<file path="src/rtl/ls_unit.sv">
//==============================================================================
// Module  : ls_unit
// Purpose : Load/store execution unit. Accepts one issue at a time from the LS
//           buffer and runs it over a byte-serial memory port (one byte per
//           memAck). Load results are sign- or zero-extended and broadcast
//           with their tag for a single DONE cycle.
// Ports   : clk, rst (async, active-low)
//           LSworkEn, operandO, operandT, imm, wrtTag, wrtName, opCode  - issue
//           LSreadEn, LSdone, enLSwrt, LStag, LSdata, LSmisalign     - status
//           memReq, memWrt, memAddr, memWdata, memAck, memRdata      - memory
// Config  : `define LS_MISALIGN_TRAP_EN to trap misaligned halfword/word
//           accesses (no memory traffic, LSmisalign pulses with LSdone).
//           Left undefined, misaligned accesses run byte-serially.
//           ADDR_W must not exceed 32.
// Rev     : 1.0  initial release
//==============================================================================
`default_nettype none

`ifndef DataBus
`define DataBus 31:0
`endif
`ifndef TagBus
`define TagBus 3:0
`endif
`ifndef NameBus
`define NameBus 4:0
`endif
`ifndef OpBus
`define OpBus 5:0
`endif
`ifndef tagFree
`define tagFree 4'h0
`endif
`ifndef dataFree
`define dataFree 32'h0
`endif

module ls_unit #(
  parameter int ADDR_W = 32
) (
  input  logic              clk,
  input  logic              rst,
  input  logic              LSworkEn,
  input  logic [`DataBus]   operandO,
  input  logic [`DataBus]   operandT,
  input  logic [`DataBus]   imm,
  input  logic [`TagBus]    wrtTag,
  input  logic [`NameBus]   wrtName,
  input  logic [`OpBus]     opCode,
  output logic              LSreadEn,
  output logic              LSdone,
  output logic              enLSwrt,
  output logic [`TagBus]    LStag,
  output logic [`DataBus]   LSdata,
  output logic              LSmisalign,
  output logic              memReq,
  output logic              memWrt,
  output logic [ADDR_W-1:0] memAddr,
  output logic [7:0]        memWdata,
  input  logic              memAck,
  input  logic [7:0]        memRdata
);

  localparam logic [5:0] OP_LB  = 6'h01;
  localparam logic [5:0] OP_LH  = 6'h02;
  localparam logic [5:0] OP_LW  = 6'h03;
  localparam logic [5:0] OP_LBU = 6'h04;
  localparam logic [5:0] OP_LHU = 6'h05;
  localparam logic [5:0] OP_SB  = 6'h06;
  localparam logic [5:0] OP_SH  = 6'h07;
  localparam logic [5:0] OP_SW  = 6'h08;

  typedef enum logic [1:0] {
    IDLE = 2'd0,
    XFER = 2'd1,
    DONE = 2'd2
  } state_t;

  state_t          state_q;
  logic [1:0]      k_q;        // byte index within the access
  logic [1:0]      last_q;     // index of the final byte (n-1)
  logic            load_q;
  logic            sext_q;
  logic [31:0]     ea_q;
  logic [31:0]     wdata_q;
  logic [31:0]     result_q;
  logic [`TagBus]  tag_q;
  logic [`NameBus] name_q;
  logic            done_q;
  logic            enwrt_q;
  logic            misalign_q;
  logic [`TagBus]  lstag_q;
  logic [31:0]     lsdata_q;

  // Opcode decode
  logic       dec_valid;
  logic       dec_load;
  logic       dec_sext;
  logic [1:0] dec_last;

  always_comb begin
    dec_valid = 1'b1;
    dec_load  = 1'b0;
    dec_sext  = 1'b0;
    dec_last  = 2'd0;
    case (opCode)
      OP_LB:  begin dec_load = 1'b1; dec_sext = 1'b1; end
      OP_LBU: begin dec_load = 1'b1; end
      OP_LH:  begin dec_load = 1'b1; dec_sext = 1'b1; dec_last = 2'd1; end
      OP_LHU: begin dec_load = 1'b1; dec_last = 2'd1; end
      OP_LW:  begin dec_load = 1'b1; dec_last = 2'd3; end
      OP_SB:  begin end
      OP_SH:  begin dec_last = 2'd1; end
      OP_SW:  begin dec_last = 2'd3; end
      default: dec_valid = 1'b0;
    endcase
  end

  logic [31:0] ea_d;
  assign ea_d = operandO + imm;

  logic trap_d;
`ifdef LS_MISALIGN_TRAP_EN
  assign trap_d = dec_valid && (((dec_last == 2'd1) && ea_d[0]) ||
                                ((dec_last == 2'd3) && (ea_d[1:0] != 2'b00)));
`else
  assign trap_d = 1'b0;
`endif

  // Result with the byte arriving this cycle merged in, so the final byte
  // can be extended and registered on the same edge that enters DONE.
  logic [31:0] result_d;
  always_comb begin
    result_d = result_q;
    case (k_q)
      2'd0: result_d[7:0]   = memRdata;
      2'd1: result_d[15:8]  = memRdata;
      2'd2: result_d[23:16] = memRdata;
      default: result_d[31:24] = memRdata;
    endcase
  end

  logic [31:0] ext_d;
  always_comb begin
    case (last_q)
      2'd0:    ext_d = sext_q ? {{24{result_d[7]}}, result_d[7:0]}
                              : {24'h0, result_d[7:0]};
      2'd1:    ext_d = sext_q ? {{16{result_d[15]}}, result_d[15:0]}
                              : {16'h0, result_d[15:0]};
      default: ext_d = result_d;
    endcase
  end

  always_ff @(posedge clk or negedge rst) begin
    if (!rst) begin
      state_q    <= IDLE;
      k_q        <= 2'd0;
      last_q     <= 2'd0;
      load_q     <= 1'b0;
      sext_q     <= 1'b0;
      ea_q       <= 32'h0;
      wdata_q    <= 32'h0;
      result_q   <= 32'h0;
      tag_q      <= `tagFree;
      name_q     <= '0;
      done_q     <= 1'b0;
      enwrt_q    <= 1'b0;
      misalign_q <= 1'b0;
      lstag_q    <= `tagFree;
      lsdata_q   <= `dataFree;
    end else begin
      case (state_q)
        IDLE: begin
          if (LSworkEn) begin
            tag_q    <= wrtTag;
            name_q   <= wrtName;
            wdata_q  <= operandT;
            ea_q     <= ea_d;
            k_q      <= 2'd0;
            last_q   <= dec_last;
            load_q   <= dec_load;
            sext_q   <= dec_sext;
            result_q <= 32'h0;
            // Unknown opcodes and trapped misaligned accesses skip memory.
            if (!dec_valid || trap_d) begin
              state_q    <= DONE;
              done_q     <= 1'b1;
              misalign_q <= trap_d;
            end else begin
              state_q <= XFER;
            end
          end
        end
        XFER: begin
          if (memAck) begin
            result_q <= result_d;
            k_q      <= k_q + 2'd1;
            if (k_q == last_q) begin
              state_q <= DONE;
              done_q  <= 1'b1;
              enwrt_q <= load_q;
              if (load_q) begin
                lstag_q  <= tag_q;
                lsdata_q <= ext_d;
              end
            end
          end
        end
        DONE: begin
          state_q    <= IDLE;
          k_q        <= 2'd0;
          done_q     <= 1'b0;
          enwrt_q    <= 1'b0;
          misalign_q <= 1'b0;
          lstag_q    <= `tagFree;
          lsdata_q   <= `dataFree;
        end
        default: state_q <= IDLE;
      endcase
    end
  end

  // Memory port: driven only while transferring, zero otherwise.
  logic [31:0] addr_full;
  logic [31:0] wshift;
  assign addr_full = ea_q + {30'h0, k_q};
  assign wshift    = wdata_q >> {k_q, 3'b000};

  assign memReq   = (state_q == XFER);
  assign memWrt   = memReq & ~load_q;
  assign memAddr  = memReq ? addr_full[ADDR_W-1:0] : '0;
  assign memWdata = memReq ? wshift[7:0] : 8'h00;

  assign LSreadEn   = (state_q == IDLE) & ~LSworkEn;
  assign LSdone     = done_q;
  assign enLSwrt    = enwrt_q;
  assign LStag      = lstag_q;
  assign LSdata     = lsdata_q;
  assign LSmisalign = misalign_q;

  // The issuing name is latched with the operation but not consumed here.
  logic unused_name;
  assign unused_name = ^name_q;

endmodule

`default_nettype wire

</file>
<file path="config.mk">
export PLATFORM = sky130hd
export DESIGN_NAME = ls_unit
export DESIGN_NICKNAME = d
export VERILOG_FILES = /design/src/rtl/ls_unit.sv
export SDC_FILE = /design/constraint.sdc
export NUM_CORES = 1
export LEC_CHECK = 0
export CAP_MARGIN = 20
export CELL_PAD_IN_SITES_DETAIL_PLACEMENT = 0
export CELL_PAD_IN_SITES_GLOBAL_PLACEMENT = 1
export CORE_UTILIZATION = 39
export CTS_BUF_LIST = sky130_fd_sc_hd__clkbuf_4 sky130_fd_sc_hd__clkbuf_8
export CTS_CLUSTER_DIAMETER = 120
export DETAILED_ROUTE_END_ITERATION = 7
export HOLD_SLACK_MARGIN = 0.08
export PLACE_DENSITY = 0.92
export SLEW_MARGIN = 20
export SYNTH_ARGS = -nofsm -noshare
export SYNTH_HDL_FRONTEND = slang
export SYNTH_SLANG_ARGS = --single-unit
</file>
<file path="constraint.sdc">
create_clock -name clk -period 3.5 [get_ports clk]
set_input_delay 0.7 -clock clk [delete_from_list [all_inputs] [get_ports clk]]
set_output_delay 0.7 -clock clk [all_outputs]
set_load 0.05 [all_outputs]
</file>
==> Word-level counts from Yosys, hierarchy flattened <==
Cells that the tools add are included.
{ "classes": {"n_addsub": 3, "multipliers": 0, "div": 0, "order_cmp": 0, "eq_ne": 19, "n_shift": 1, "mux": 43, "bitwise": 4, "n_reduce_logical": 21} }
{ "op_table": {"columns": ["op", "count"], "rows": [
  ["32-bit 2-to-1 mux", 8],
  ["32-bit one-hot mux with 2 select lines", 3],
  ["8-bit 2-to-1 mux", 5],
  ["32-bit by 2-bit adder with 32-bit output", 1],
  ["32-bit adder", 1],
  ["32-bit by 5-bit >> shifter with 8-bit output", 1],
  ["6-bit by 3-bit == test with 1-bit output (second input constant)", 4],
  ["3-bit AND reduction", 5],
  ["6-bit by 2-bit == test with 1-bit output (second input constant)", 2],
  ["2-bit 2-to-1 mux", 6],
  ["4-bit 2-to-1 mux", 3],
  ["1-bit 2-to-1 mux", 11],
  ["2-bit one-hot mux with 2 select lines", 2],
  ["4-bit one-hot mux with 2 select lines", 1],
  ["8-bit OR reduction", 1],
  ["2-bit by 1-bit == test with 1-bit output (second input constant)", 3],
  ["6-bit by 1-bit == test with 1-bit output (second input constant)", 1],
  ["6-bit by 4-bit == test with 1-bit output (second input constant)", 1],
  ["2-bit logical NOT", 3],
  ["2-bit by 1-bit != test with 1-bit output (second input constant)", 3],
  ["2-bit one-hot mux with 3 select lines", 1],
  ["2-bit nonzero test", 3],
  ["3-bit OR reduction", 2],
  ["5-bit AND reduction", 1],
  ["other kinds (13)", 19]
]} }
{ "totals": {"register_bits": 147, "latch_bits": 0, "ramBits": 0, "mem_bits_ro": 0, "in_bits": 123, "word_cells": 105, "n_memories": 0} }

==> Logic depth before layout (Yosys ltp) <==
{ "depth": {"word_depth": 8, "ltp_mapped": 11} }

==> Worst setup path before layout <==
OpenSTA, ideal clock, no wires.
{ "synth_timing": {"path_kind": "reg2out", "from": "reg k_q[1]", "to": "out memAddr[21]", "t_arrival_ns": 2.707, "t_required_ns": 2.800, "slack_ns": 0.093, "path_stages_with_launch": 8, "cell_sequence": "dfrtp_1 ha_1 a21o_1 or3b_1 nor2_1 nand3_1 or3_1 a21oi_1"} }
{ "synth_via": {"elab_chain_cells": 2} }
{ "synth_lines": {"columns": ["item", "line", "source"], "rows": [
  ["start, declared", "80", "logic [1:0] k_q;"],
  ["start signal, assigned", "197", "k_q <= k_q + 2'd1;"],
  ["32-bit by 2-bit adder with 32-bit output", "226", "assign addr_full = ea_q + {30'h0, k_q};"],
  ["32-bit 2-to-1 mux", "231", "assign memAddr = memReq ? addr_full[ADDR_W-1:0] : '0;"],
  ["end, declared", "58", "output logic [ADDR_W-1:0] memAddr,"]
]} }
Every way passes these cells.

==> Worst setup path after layout <==
Same ends and word-level chain as after synthesis.

==> metrics <==
status=completed; Mapped Cells=1015; Reg2Reg Depth=10; WP data arrival=2.77 ns; Distinct cells, synth=59; total CTS buffers=17; Crit Path Class=reg -> out; Die Area=23100 um^2; Starting Density=0.400; HPWL Detailed=17300 um; Worst Max-Slew Pin Slew=0.807 ns; PnR worst setup slack=0.0326 ns; # setup viols final=0; Final Util=0.546; syn_nets=1177; final cycle utilization of the critical path=0.991; Fin Hold WS=0.238 ns; min Tclk post-route=3.47 ns; Post-Place Cells=1464; critical path, cell by cell=ha_1 > a21o_1 > or3b_4 > nor2_4 > buf_6 > nand3_4 > or3_4 > a21oi_4 > buf_12; boundary pin count=205; Synth area leaders=dfrtp_1 (42%), nand2_1 (11%), ha_1 (5.3%), o21ai_0 (4.6%), mux2i_1 (3.7%); port buffer count=198; RSZ-0062 raised after global routing=true; initial antenna violation count=2; PwrDens=441 nW/um^2; top cell type by total area after synthesis=dfrtp_1; warnings from Yosys=0; Final Wtd Congestion=0.853; # nets final=1368; first-pass detailed-route iteration total=4; leading cell type in the layout, fill and taps excluded=nand2_1; CTS sink cnt=146; max_slew headroom=0.460; delay-heaviest family, CP=simple AND/OR/NAND/NOR gates; CP Depth=9; CTS tree=done; share of cells above drive strength 1=0.115; first-pass GRT wire length=38400 um; DR DRC count=0; Clock Latency Late Sink=0.45 ns; cell with the largest stage delay on the worst path=or3b_4; WL/cell=15.6 um; Max stage delay on crit path=0.41 ns; largest net degree at the start of global routing=91; Vert. Die Dim=152 um; Syn Std Cell Area=8760 um^2; vias in the first global route=7686; clock-pin slew on the worst setup and hold paths=0.08 ns; Hold WC Path Type=in -> async; Tot GR Track Use=0.206; maximum VDD drop=0.208 mV; GRT overflow=0; ys async rst share=1.00; core box area=21900 um^2; critical path buffer and inverter count=2; H-tree levels=4; routed vias=7835; root buffer cell=clkbuf_8; overall routed net length=23400 um; LEAKAGE=5.29 nW; # hold bufs at CTS=0; Post-synth EDFFs=0; Synth Flop Type=dfrtp_1; FP Rows=54; Worst setup SP type=flop; Post-Layout Cell Count=1501; Die Width=152 um; CP Capture Type=output port; DRT antenna net count=0; f_max=0.288 GHz; max-slew violations=0; CP max FO=4; Yosys top cell area share=0.417; post-synthesis register bit count=146; post-route clock skew=0.0113 ns; vias per cell=5.22; post-synthesis sequential area ratio=0.417; Max Root-Sink Buffers=2; drt initial violations=458; Avg Cell Area, Syn=8.63 um^2; P&R area growth vs syn=36.6%; CP required=2.80 ns; max-capacitance violation count=0; most frequent cells in the layout=nand2_1 (263), clkdlybuf4s50_1 (156), dfrtp_1 (146); endpoints failing hold=0; Place WS=-0.0747 ns
==> worst reg2reg max path, stage by stage (launching register included) <==
cell and delay [ns]:
dfrtp_1 0.40, buf_4 0.22, inv_1 0.14, ha_1 0.49
mux2i_1 0.33, nand2_1 0.09, o211a_1 0.14, o21ai_1 0.12
buf_4 0.26, a211oi_1 0.10, a21o_1 0.20
==> registers in the layout, indices dropped and copies added, names as in the netlist <==
name	flops
LSdata	32
LSdone	1
LStag	4
ea_q	32
enLSwrt	1
k_q	2
last_q	2
load_q	1
result_q	32
sext_q	1
state_q	2
tag_q	4
wdata_q	32
==> power by group <==
part	internal (mW)	switching, mW	total, mW	leakage, nW
Clock	0.554	0.729	1.28	0.189
Sequential	1.98	0.253	2.23	1.90
Combinational	0.726	1.03	1.75	3.20
Total	3.26	2.01	5.27	5.29
==> cell families (layout without fill, tap and decap cells) <==
family          after synthesis  count (layout)  synth area share
simple gates                424             424             0.208
compound gates              239             239             0.172
flops                       146             146             0.417
buf+inv                      71             275            0.0317
xor+xnor                     53              53            0.0530
mux                          42              42            0.0597
fa+ha+maj                    39              39            0.0574
other cells                   1               3          0.000428
==> area by class of cell <==
cell class | instances | area [um^2]
Antenna cell | 2 | 5.00
Clock buffer | 19 | 262
Clock inverter | 13 | 119
Fill cell | 1993 | 9930
Inverter | 15 | 56.3
Multi-Input combinational cell | 798 | 4940
Sequential cell | 146 | 3650
Tap cell | 280 | 350
Timing Repair Buffer | 228 | 2570
==> final timing paths <==
check | to | slack (ns) | start
setup reg to reg | LSdata[27] | 0.91 | k_q[1]
max in group asynchronous | tag_q[2] | 2.46 | rst
hold reg to reg | wdata_q[16] | 0.48 | wdata_q[16]
setup / recovery | memAddr[21] | 0.03 | k_q[1]
hold / removal | k_q[1] | 0.24 | rst
min in group clk | wdata_q[16] | 0.48 | wdata_q[16]
==> metrics by stage <==
| stage | power [mW] | TNS [ns] | cell area, um^2 |
|---|---|---|---|
| floorplan | 3.33 | 0 | 8760 |
| finish | 5.27 | 0 | 12000 |
| CTS | 5.31 | -0.0489 | 11900 |
| global placement | 3.97 | -0.132 | 11400 |
| detailed placement | 4.00 | -0.221 | 11400 |
| global route | 5.58 | -0.156 | 12000 |
==> cells in the mapped netlist (22+ instances only) <==
| cell | instances |
|---|---|
| a21o_1 | 27 |
| mux2i_1 | 32 |
| nor2_1 | 49 |
| ha_1 | 37 |
| a21oi_1 | 47 |
| clkbuf_1 | 41 |
| nand3_1 | 33 |
| nand2_1 | 264 |
| o21ai_0 | 81 |
| dfrtp_1 | 146 |
| xnor2_1 | 22 |
| xor2_1 | 31 |
==> layer usage <==
layer / vias up / part of all wire / wire, um / track usage
li1: 3922 / - / - / -
met4: 0 / 0.025 / 590 / 0.0838
met1: 3673 / 0.46 / 10700 / 0.269
met3: 39 / 0.044 / 1020 / 0.0388
met2: 201 / 0.48 / 11100 / 0.336
met5: - / 0 / 0 / 0
==> repair_timing <==
action	4_1_cts	5_1_grt
resized for setup	12	11
hold endpoints to repair	0	0
pin swaps	3	2
setup endpoints to repair	12	15
buffers inserted	3	0
No activity file was read; power rests on OpenSTA's default activity.
